**config.mk**
```make
export PLATFORM = sky130hd
export DESIGN_NAME = flag_branch_unit
export DESIGN_NICKNAME = d
export VERILOG_FILES = /design/src/rtl/flag_pkg.sv /design/src/rtl/cond_eval.sv /design/src/rtl/flag_branch_unit.sv
export SDC_FILE = /design/constraint.sdc
export NUM_CORES = 1
export LEC_CHECK = 0
export ABC_AREA = 1
export CAP_MARGIN = 40
export CORE_AREA = 2 2 59 61
export CTS_CLUSTER_SIZE = 8
export DETAILED_ROUTE_END_ITERATION = 8
export DIE_AREA = 0 0 61 63
export GPL_TIMING_DRIVEN = 1
export PLACE_DENSITY = 0.81
export SLEW_MARGIN = 20
export SYNTH_ARGS = -nofsm -noshare
export SYNTH_HDL_FRONTEND = slang
export SYNTH_SLANG_ARGS = --single-unit
```
**constraint.sdc**
```tcl
create_clock -name clk -period 4.2 [get_ports clk]
set_clock_uncertainty 0.2 [all_clocks]
set_input_delay 0.84 -clock clk [delete_from_list [all_inputs] [get_ports clk]]
set_output_delay 0.84 -clock clk [all_outputs]
set_load 0.03 [all_outputs]
```
**src/rtl/flag_pkg.sv**
```systemverilog
// Shared encodings for the flag/branch unit: ALU funcs, branch conditions,
// flag bit positions and the redirect FSM state type.
package flag_pkg;

  localparam logic [2:0] FUNC_ADD = 3'b000;
  localparam logic [2:0] FUNC_SUB = 3'b001;
  localparam logic [2:0] FUNC_AND = 3'b010;
  localparam logic [2:0] FUNC_NOR = 3'b011;
  localparam logic [2:0] FUNC_SLL = 3'b100;
  localparam logic [2:0] FUNC_SRL = 3'b101;
  localparam logic [2:0] FUNC_SRA = 3'b110;
  localparam logic [2:0] FUNC_LHB = 3'b111;

  localparam logic [2:0] COND_NE  = 3'b000;
  localparam logic [2:0] COND_EQ  = 3'b001;
  localparam logic [2:0] COND_GT  = 3'b010;
  localparam logic [2:0] COND_LT  = 3'b011;
  localparam logic [2:0] COND_GE  = 3'b100;
  localparam logic [2:0] COND_LE  = 3'b101;
  localparam logic [2:0] COND_OV  = 3'b110;
  localparam logic [2:0] COND_UNC = 3'b111;

  localparam int FLG_Z = 2;
  localparam int FLG_V = 1;
  localparam int FLG_N = 0;

  typedef enum logic [1:0] {
    ST_IDLE   = 2'd0,
    ST_REDIR  = 2'd1,
    ST_SHADOW = 2'd2
  } state_t;

  // Which flag bits an ALU func is allowed to write.
  function automatic logic [2:0] flag_mask(input logic [2:0] func);
    logic [2:0] m;
    m = 3'b000;
    case (func)
      FUNC_ADD, FUNC_SUB: m = 3'b111;
      FUNC_LHB:           m = 3'b000;
      default:            m[FLG_Z] = 1'b1;
    endcase
    return m;
  endfunction

endpackage

```
**src/rtl/cond_eval.sv**
```systemverilog
// Combinational branch condition evaluator over {Z,V,N}.
module cond_eval
  import flag_pkg::*;
(
  input  logic [2:0] flags,
  input  logic [2:0] cond,
  output logic       take
);

  logic z;
  logic v;
  logic n;

  assign z = flags[FLG_Z];
  assign v = flags[FLG_V];
  assign n = flags[FLG_N];

  always_comb begin
    take = 1'b0;
    case (cond)
      COND_NE:  take = ~z;
      COND_EQ:  take = z;
      COND_GT:  take = ~z & ~n;
      COND_LT:  take = n;
      COND_GE:  take = z | ~n;
      COND_LE:  take = n | z;
      COND_OV:  take = v;
      default:  take = 1'b1;
    endcase
  end

endmodule

```
**src/rtl/flag_branch_unit.sv**
```systemverilog
// Architectural flag register with EX->branch bypass, and a three-state
// redirect/flush sequencer that shields one wrong-path slot after each redirect.
module flag_branch_unit
  import flag_pkg::*;
#(
  parameter int DATA_W = 16,
  parameter int COND_W = 3
) (
  input  logic              clk,
  input  logic              rst,
  input  logic              stall,
  input  logic              ex_valid,
  input  logic [2:0]        ex_func,
  input  logic              alu_zr,
  input  logic              alu_ov,
  input  logic              alu_msb,
  input  logic              br_valid,
  input  logic [COND_W-1:0] br_cond,
  input  logic [DATA_W-1:0] br_target,
  output logic [2:0]        flags_q,
  output logic              redirect,
  output logic [DATA_W-1:0] redirect_pc,
  output logic              flush
);

  state_t            state_reg;
  state_t            state_next;
  logic [2:0]        flags_reg;
  logic [2:0]        eff_flags;
  logic [2:0]        alu_flags;
  logic [2:0]        upd_mask;
  logic [DATA_W-1:0] pc_reg;
  logic [DATA_W-1:0] pc_next;
  logic              flush_kill;
  logic              upd;
  logic              take;

  assign flush_kill = (state_reg == ST_SHADOW);
  assign upd        = ex_valid & ~stall & ~flush_kill;
  assign upd_mask   = upd ? flag_mask(ex_func) : 3'b000;

  always_comb begin
    alu_flags        = 3'b000;
    alu_flags[FLG_Z] = alu_zr;
    alu_flags[FLG_V] = alu_ov;
    alu_flags[FLG_N] = alu_msb;
  end

  // Effective flags double as the register's next value and the branch bypass.
  generate
    for (genvar gi = 0; gi < 3; gi++) begin : g_flag_mux
      assign eff_flags[gi] = upd_mask[gi] ? alu_flags[gi] : flags_reg[gi];
    end
  endgenerate

  cond_eval u_cond_eval (
    .flags (eff_flags),
    .cond  (br_cond[2:0]),
    .take  (take)
  );

  always_comb begin
    state_next = state_reg;
    pc_next    = pc_reg;
    if (!stall) begin
      case (state_reg)
        ST_IDLE: begin
          if (br_valid && take) begin
            state_next = ST_REDIR;
            pc_next    = br_target;
          end
        end
        ST_REDIR:  state_next = ST_SHADOW;
        ST_SHADOW: state_next = ST_IDLE;
        default:   state_next = ST_IDLE;
      endcase
    end
  end

  always_ff @(posedge clk) begin
    if (rst) begin
      state_reg <= ST_IDLE;
      flags_reg <= 3'b000;
      pc_reg    <= '0;
    end else begin
      state_reg <= state_next;
      flags_reg <= eff_flags;
      pc_reg    <= pc_next;
    end
  end

  assign flags_q     = flags_reg;
  assign redirect    = (state_reg == ST_REDIR);
  assign flush       = (state_reg == ST_REDIR);
  assign redirect_pc = pc_reg;

endmodule

```
==> reports/results.txt, run 1 <==
fmax: 376.8 MHz
top sig layer: met4
crit path kind: reg2out
part of the cycle the worst path needs: 63.18%
post-DR wirelength/cell: 9.973 um
CORE AREA: 3232 sq um
Clk pin slew, worst setup/hold paths: 0.12 ns
yosys warns: 0
Syn Inst Count: 167
largest area contributor in the netlist: dfxtp_1
Worst-Margin Slew: 0.4994 ns
Post-synth EDFFs: 0
Post-DP HPWL: 1916 um
H-tree Lvls: 1
Met2 Wirelength: 1210 um
Final Hold Viols: 0
register bit count reported by yosys: 21
grt ovf: 0
clock sink count: 21
area of the die: 3843 sq um
largest family of logic cells by synthesized area: simple AND/OR/NAND/NOR gates
Die Span X: 61 um
via count: 1146
post-synthesis sequential area ratio: 36.52%
Worst-Skew Late Latency: 0.30 ns
Power per Cell Area: 275.1 nW/um^2
initial antenna violation count: 0
Pleak: 0.7273 nW
final WL: 2593 um
count leader, synth: nand2_1
highest cell delay on the worst timing path: 0.70 ns
M1 WL: 1187 um
Layout area overhead: 45.98%
ys async rst share: 0%
I/O Pins: 51
Initial Util: 35.62%
number of DRC markers in iteration 0: 44
RSZ-0062 raised after global routing: no
Final GP Congestion: 0.8725
prevailing post-synth register cell: dfxtp_1
CP Cell Sequence: inv_1 -> nor2_1 -> clkdlybuf4s50_1
Rows: 21
Final Max Tran Viols: 0
crit start category: flop
Tmin final: 2.654 ns
Rel. slew slack: 66.50%
Die Y: 63 um
GRT Util Overall: 13.67%
Worst Path Required: 3.16 ns
Post-Synth Adder-Cell Area: 0%
Bufs and invs on worst path: 2
CP Max Fanout: 3
WP data arrival: 1.61 ns
Mean Syn Cell Area: 6.893 sq um
total negative slack: 0 ns
top-area cell type share of the netlist area: 36.52%
Worst R2R Setup Slack: 2.27 ns
Detailed Routing Iterations Pass 1: 4
vias per std cell: 4.408
wire length on met3: 167 um
simple-gate share of the synthesized area: 40.11%
synth top area cells: dfxtp_1, nand2_1, nand3_2
Unique masters post-synth: 19
# port buffers: 50
fillers: 310
max FFs per register: 16
largest delay contributor family on the critical path: buffers and inverters
Mapped Area: 1151 sq um
Post CTS Setup Buffer Count: 0
Hold Path Class: reg2reg
total CTS buffers: 3
Mapped Nets: 197
TritonCTS clock tree: yes
max cap viols: 0
Synth Area in Compound Gates: 8.696%
multiplexer share of the synthesized area: 0%
Antenna diodes: 0
global-route wire length before repair: 4084 um
CTS max path bufs: 2
synth cell count leaders: nand2_1, inv_1, nor2_1
vias in the first global route: 1019
critical path capture point type: output port
Slowest-stage cell, CP: clkdlybuf4s50_1
overall power: 0.4622 mW
post-route ant nets: 0
layout cell share with drive strength beyond 1: 9.813%
DR DRC count: 0
# setup viols final: 0
status: finished clean
hold-fix buffers at CTS: 0
largest net degree at the start of global routing: 34
clk root buf: clkbuf_4
xor-xnor portion of the synthesized cell area: 0%
worst vdd ir: 0.0001252 V
nets@finish: 245
post-CTS sizing: 0
-- power by group --
part           leakage [nW]  total, mW  internal, mW  switching (mW)
Combinational         0.541      0.147        0.0656          0.0819
Clock                0.0150     0.0961        0.0370          0.0592
Sequential            0.171      0.219         0.211         0.00725
-- through the flow --
| stage | utilization (%) | setup WS (ns) | cell area (sq um) | instances | hold WS [ns] |
|---|---|---|---|---|---|
| 2_1_floorplan | - | 2.035 | 1151 | 167 | 0.2434 |
| 3_3_place_gp | 51.18 | 1.337 | 1654 | 256 | 0.2592 |
| 3_5_place_dp | 51.18 | 1.271 | 1654 | 256 | 0.2719 |
| 4_1_cts | 51.99 | 1.531 | 1680 | 260 | 0.3011 |
| 5_1_grt | 51.99 | 1.418 | 1680 | 260 | 0.3230 |
| 6_report | 51.99 | 1.546 | 1680 | 260 | 0.2959 |
-- final timing paths --
path	start	endpoint	depth (start not counted)
max	state_reg[0]	flush	3
min	redirect_pc[11]	redirect_pc[11]	2
max reg2reg	state_reg[0]	redirect_pc[5]	11
min reg2reg	redirect_pc[11]	redirect_pc[11]	2
-- area by class of cell --
cell class	instances	area, sq um	area share [%]
Timing Repair Buffer	51	508.0	30.23
Clock buffer	4	26.28	1.564
Multi-Input combinational cell	111	566.8	33.73
Inverter	27	101.3	6.031
Sequential cell	21	420.4	25.02
Tap cell	46	57.56	3.425
-- logic make-up after synthesis --
kind of cell / count (synthesis)
simple gates: 91
buf+inv: 35
flops: 21
compound gates: 20
-- routing by layer --
metal	global-route usage, %	vias up
li1	-	619
met4	4.891	0
met3	2.484	2
met2	23.12	35
met1	16.79	490
met5	0	-
-- worst register-to-register path: cells and delay by family, from the launching register on --
kind / cells / cell delay (ns)
AND/OR/NAND/NOR: 10 / 1.18
flip-flops: 1 / 0.38
buffers and inverters: 1 / 0.08
-- cell usage in the layout (no fill, tap or decap) --
| master | Yosys | layout |
|---|---|---|
| nand3_1 | 15 | 15 |
| clkdlybuf4s50_1 | 0 | 50 |
| clkbuf_4 | 0 | 3 |
| buf_4 | 2 | 1 |
| nor2_2 | 1 | 1 |
| nor2_1 | 22 | 22 |
| nand3_2 | 10 | 10 |
| nand2_2 | 3 | 3 |
| nand4_1 | 5 | 5 |
| nor3_2 | 0 | 1 |
| nand2_1 | 32 | 32 |
| clkinv_1 | 1 | 1 |
| clkbuf_1 | 2 | 1 |
| dfxtp_1 | 21 | 21 |
| nor2_4 | 1 | 1 |
| nand2_4 | 1 | 1 |
| o21ai_0 | 1 | 1 |
| a21oi_1 | 18 | 18 |
| inv_1 | 26 | 26 |
| o21ai_1 | 1 | 1 |
No activity file was read; power rests on OpenSTA's default activity.
==> inputs of run 2 (changes only) <==
--- a/config.mk
+++ b/config.mk
@@ -12,7 +12,7 @@
 export DETAILED_ROUTE_END_ITERATION = 8
 export DIE_AREA = 0 0 61 63
 export GPL_TIMING_DRIVEN = 1
-export PLACE_DENSITY = 0.81
+export PLACE_DENSITY = 0.83
 export SLEW_MARGIN = 20
 export SYNTH_ARGS = -nofsm -noshare
 export SYNTH_HDL_FRONTEND = slang
==> constraint.sdc (replaced) <==
create_clock -name clk -period 2.3 [get_ports clk]
set_clock_uncertainty 0.2 [all_clocks]
set_input_delay 0.46 -clock clk [delete_from_list [all_inputs] [get_ports clk]]
set_output_delay 0.46 -clock clk [all_outputs]
set_load 0.03 [all_outputs]
==> run 2 against run 1 <==
  * Via count rose by 2.6%
  * Routed wire length fell by 2.3%
  * Clock power rose by 75%
  * Register-to-register slack got worse by 1.9 ns
  * Final cell count rose by 1.9%
  * Largest cell class unchanged
  * Flip-flop and latch count did not move
  * Global-route usage fell by 0.44 points
  * Power rose by 84%
==> reports/results.txt, run 2 (synthesis results as in run 1) <==
Final Util: 53.89%
Hold Path Class: reg2reg
clock sink count: 21
Post-DP HPWL: 1890 um
Final Hold Viols: 0
RSZ-0062 raised after global routing: no
fmax: 467.0 MHz
Worst Path Required: 2.30 ns
H-tree Lvls: 1
clk root buf: clkbuf_4
hold-fix buffers at CTS: 0
Final Max Tran Viols: 0
Global Route met3 Usage: 1.242%
highest cell delay on the worst timing path: 0.49 ns
Clk pin slew, worst setup/hold paths: 0.11 ns
initial antenna violation count: 0
CP Max Fanout: 33
final WL: 2533 um
post-route ant nets: 0
Pleak: 0.7656 nW
GRT Util Overall: 13.22%
WP data arrival: 2.14 ns
Rel. slew slack: 76.46%
Final GP Congestion: 0.8173
largest net degree at the start of global routing: 34
global-route wire length before repair: 4105 um
CP Cell Sequence: clkdlybuf4s50_1 -> nor2_4 -> nand4_1 -> nand2_1 -> nand2_1 -> nand3_1 -> nand2_2 -> nand2_8 -> nand3_1 -> nand2_1 -> nor2_1
total CTS buffers: 3
CORE AREA: 3232 sq um
critical path capture point type: flop
Die Span X: 61 um
# setup viols final: 0
worst vdd ir: 0.0002991 V
Worst-Skew Late Latency: 0.29 ns
Rows: 21
grt met1 use: 19.19%
Antenna diodes: 0
CP Launch Point: stall
worst hold slack: 0.2896 ns
Worst Hold Launch: redirect_pc[2]
vias in the first global route: 1005
Bufs and invs on worst path: 1
via count: 1176
number of DRC markers in iteration 0: 37
TritonCTS clock tree: yes
Final Cell Area: 1742 sq um
Area after DPL: 1704 sq um
pre-CTS setup slack: -0.2354 ns
Final Worst Setup Slack: 0.1587 ns
Slowest-stage cell, CP: clkdlybuf4s50_1
grt ovf: 0
I/O Pins: 51
GRT Max-Usage Layer: met2
Tmin final: 2.141 ns
max FFs per register: 16
crit path kind: in2reg
post-DR wirelength/cell: 9.558 um
Power per Cell Area: 488.2 nW/um^2
largest delay contributor family on the critical path: simple AND/OR/NAND/NOR gates
vias per std cell: 4.438
part of the cycle the worst path needs: 93.10%
crit start category: input pin
Crit Reg-Reg Startpoint: state_reg[0]
cell mode on critical path: nand2_1
Die Y: 63 um
status: finished clean
total negative slack: 0 ns
CTS max path bufs: 2
Detailed Routing Iterations Pass 1: 4
nets@finish: 250
Initial Util: 35.62%
met2 usage: 20.56%
layout cell share with drive strength beyond 1: 12.79%
most common cell after layout, fill and taps aside: clkdlybuf4s50_1
# port buffers: 50
area of the die: 3843 sq um
Post CTS Setup Buffer Count: 0
most frequent cells in the layout: clkdlybuf4s50_1, nand2_1, inv_1, nor2_1, dfxtp_1
DR DRC count: 0
Layout area overhead: 51.30%
max cap viols: 0
Worst-Margin Slew: 0.3521 ns
[run 2: cell type report]
class / count / area, sq um
tap: 46 / 57.56
fill: 317 / 1490
clock inverter: 1 / 5.005
multi-input combinational: 111 / 579.3
clock buffer: 3 / 22.52
timing repair buffer: 56 / 555.5
inverter: 27 / 101.3
sequential: 21 / 420.4
[run 2: final timing paths]
path	to	slack, ns	depth (start not counted)
worst max-delay path	redirect_pc[3]	0.16	11
worst min-delay path	redirect_pc[2]	0.29	2
worst max register to register	redirect_pc[3]	0.42	11
worst min register to register	redirect_pc[2]	0.29	2
[run 2: repair_timing]
action / 4_1_cts / 5_1_grt
gates resized for setup: 2 / 2
pin swaps: 0 / 1
endpoints found under the hold margin: 0 / 0
endpoints found under the setup margin: 2 / 17
[run 2: worst register-to-register path: stages (launching register included)]
cell and delay [ns]:
dfxtp_1 0.39, inv_1 0.08, nand2_2 0.12, nand4_1 0.17
nand2_1 0.13, nand2_1 0.05, nand3_1 0.11, nand2_2 0.10
nand2_8 0.21, nand3_1 0.12, nand2_1 0.07, nor2_1 0.04
[run 2: per-stage QoR]
stage,power (mW),instances
3_5_place_dp,0.6865,261
6_report,0.8502,265
5_1_grt,0.9044,265
4_1_cts,0.8548,265
3_3_place_gp,0.6833,261
2_1_floorplan,0.5787,167
[run 2: where the power goes]
group	internal (mW)	leakage, nW	switching [mW]
sequential	0.386	0.171	0.0132
clock	0.0645	0.0177	0.103
combinational	0.129	0.577	0.154
[run 2: per-layer routing]
layer | routed length (um) | up-vias
li1 | - | 632
met1 | 1169 | 508
met2 | 1171 | 34
met3 | 175 | 2
met4 | 17 | 0
met5 | 0 | -
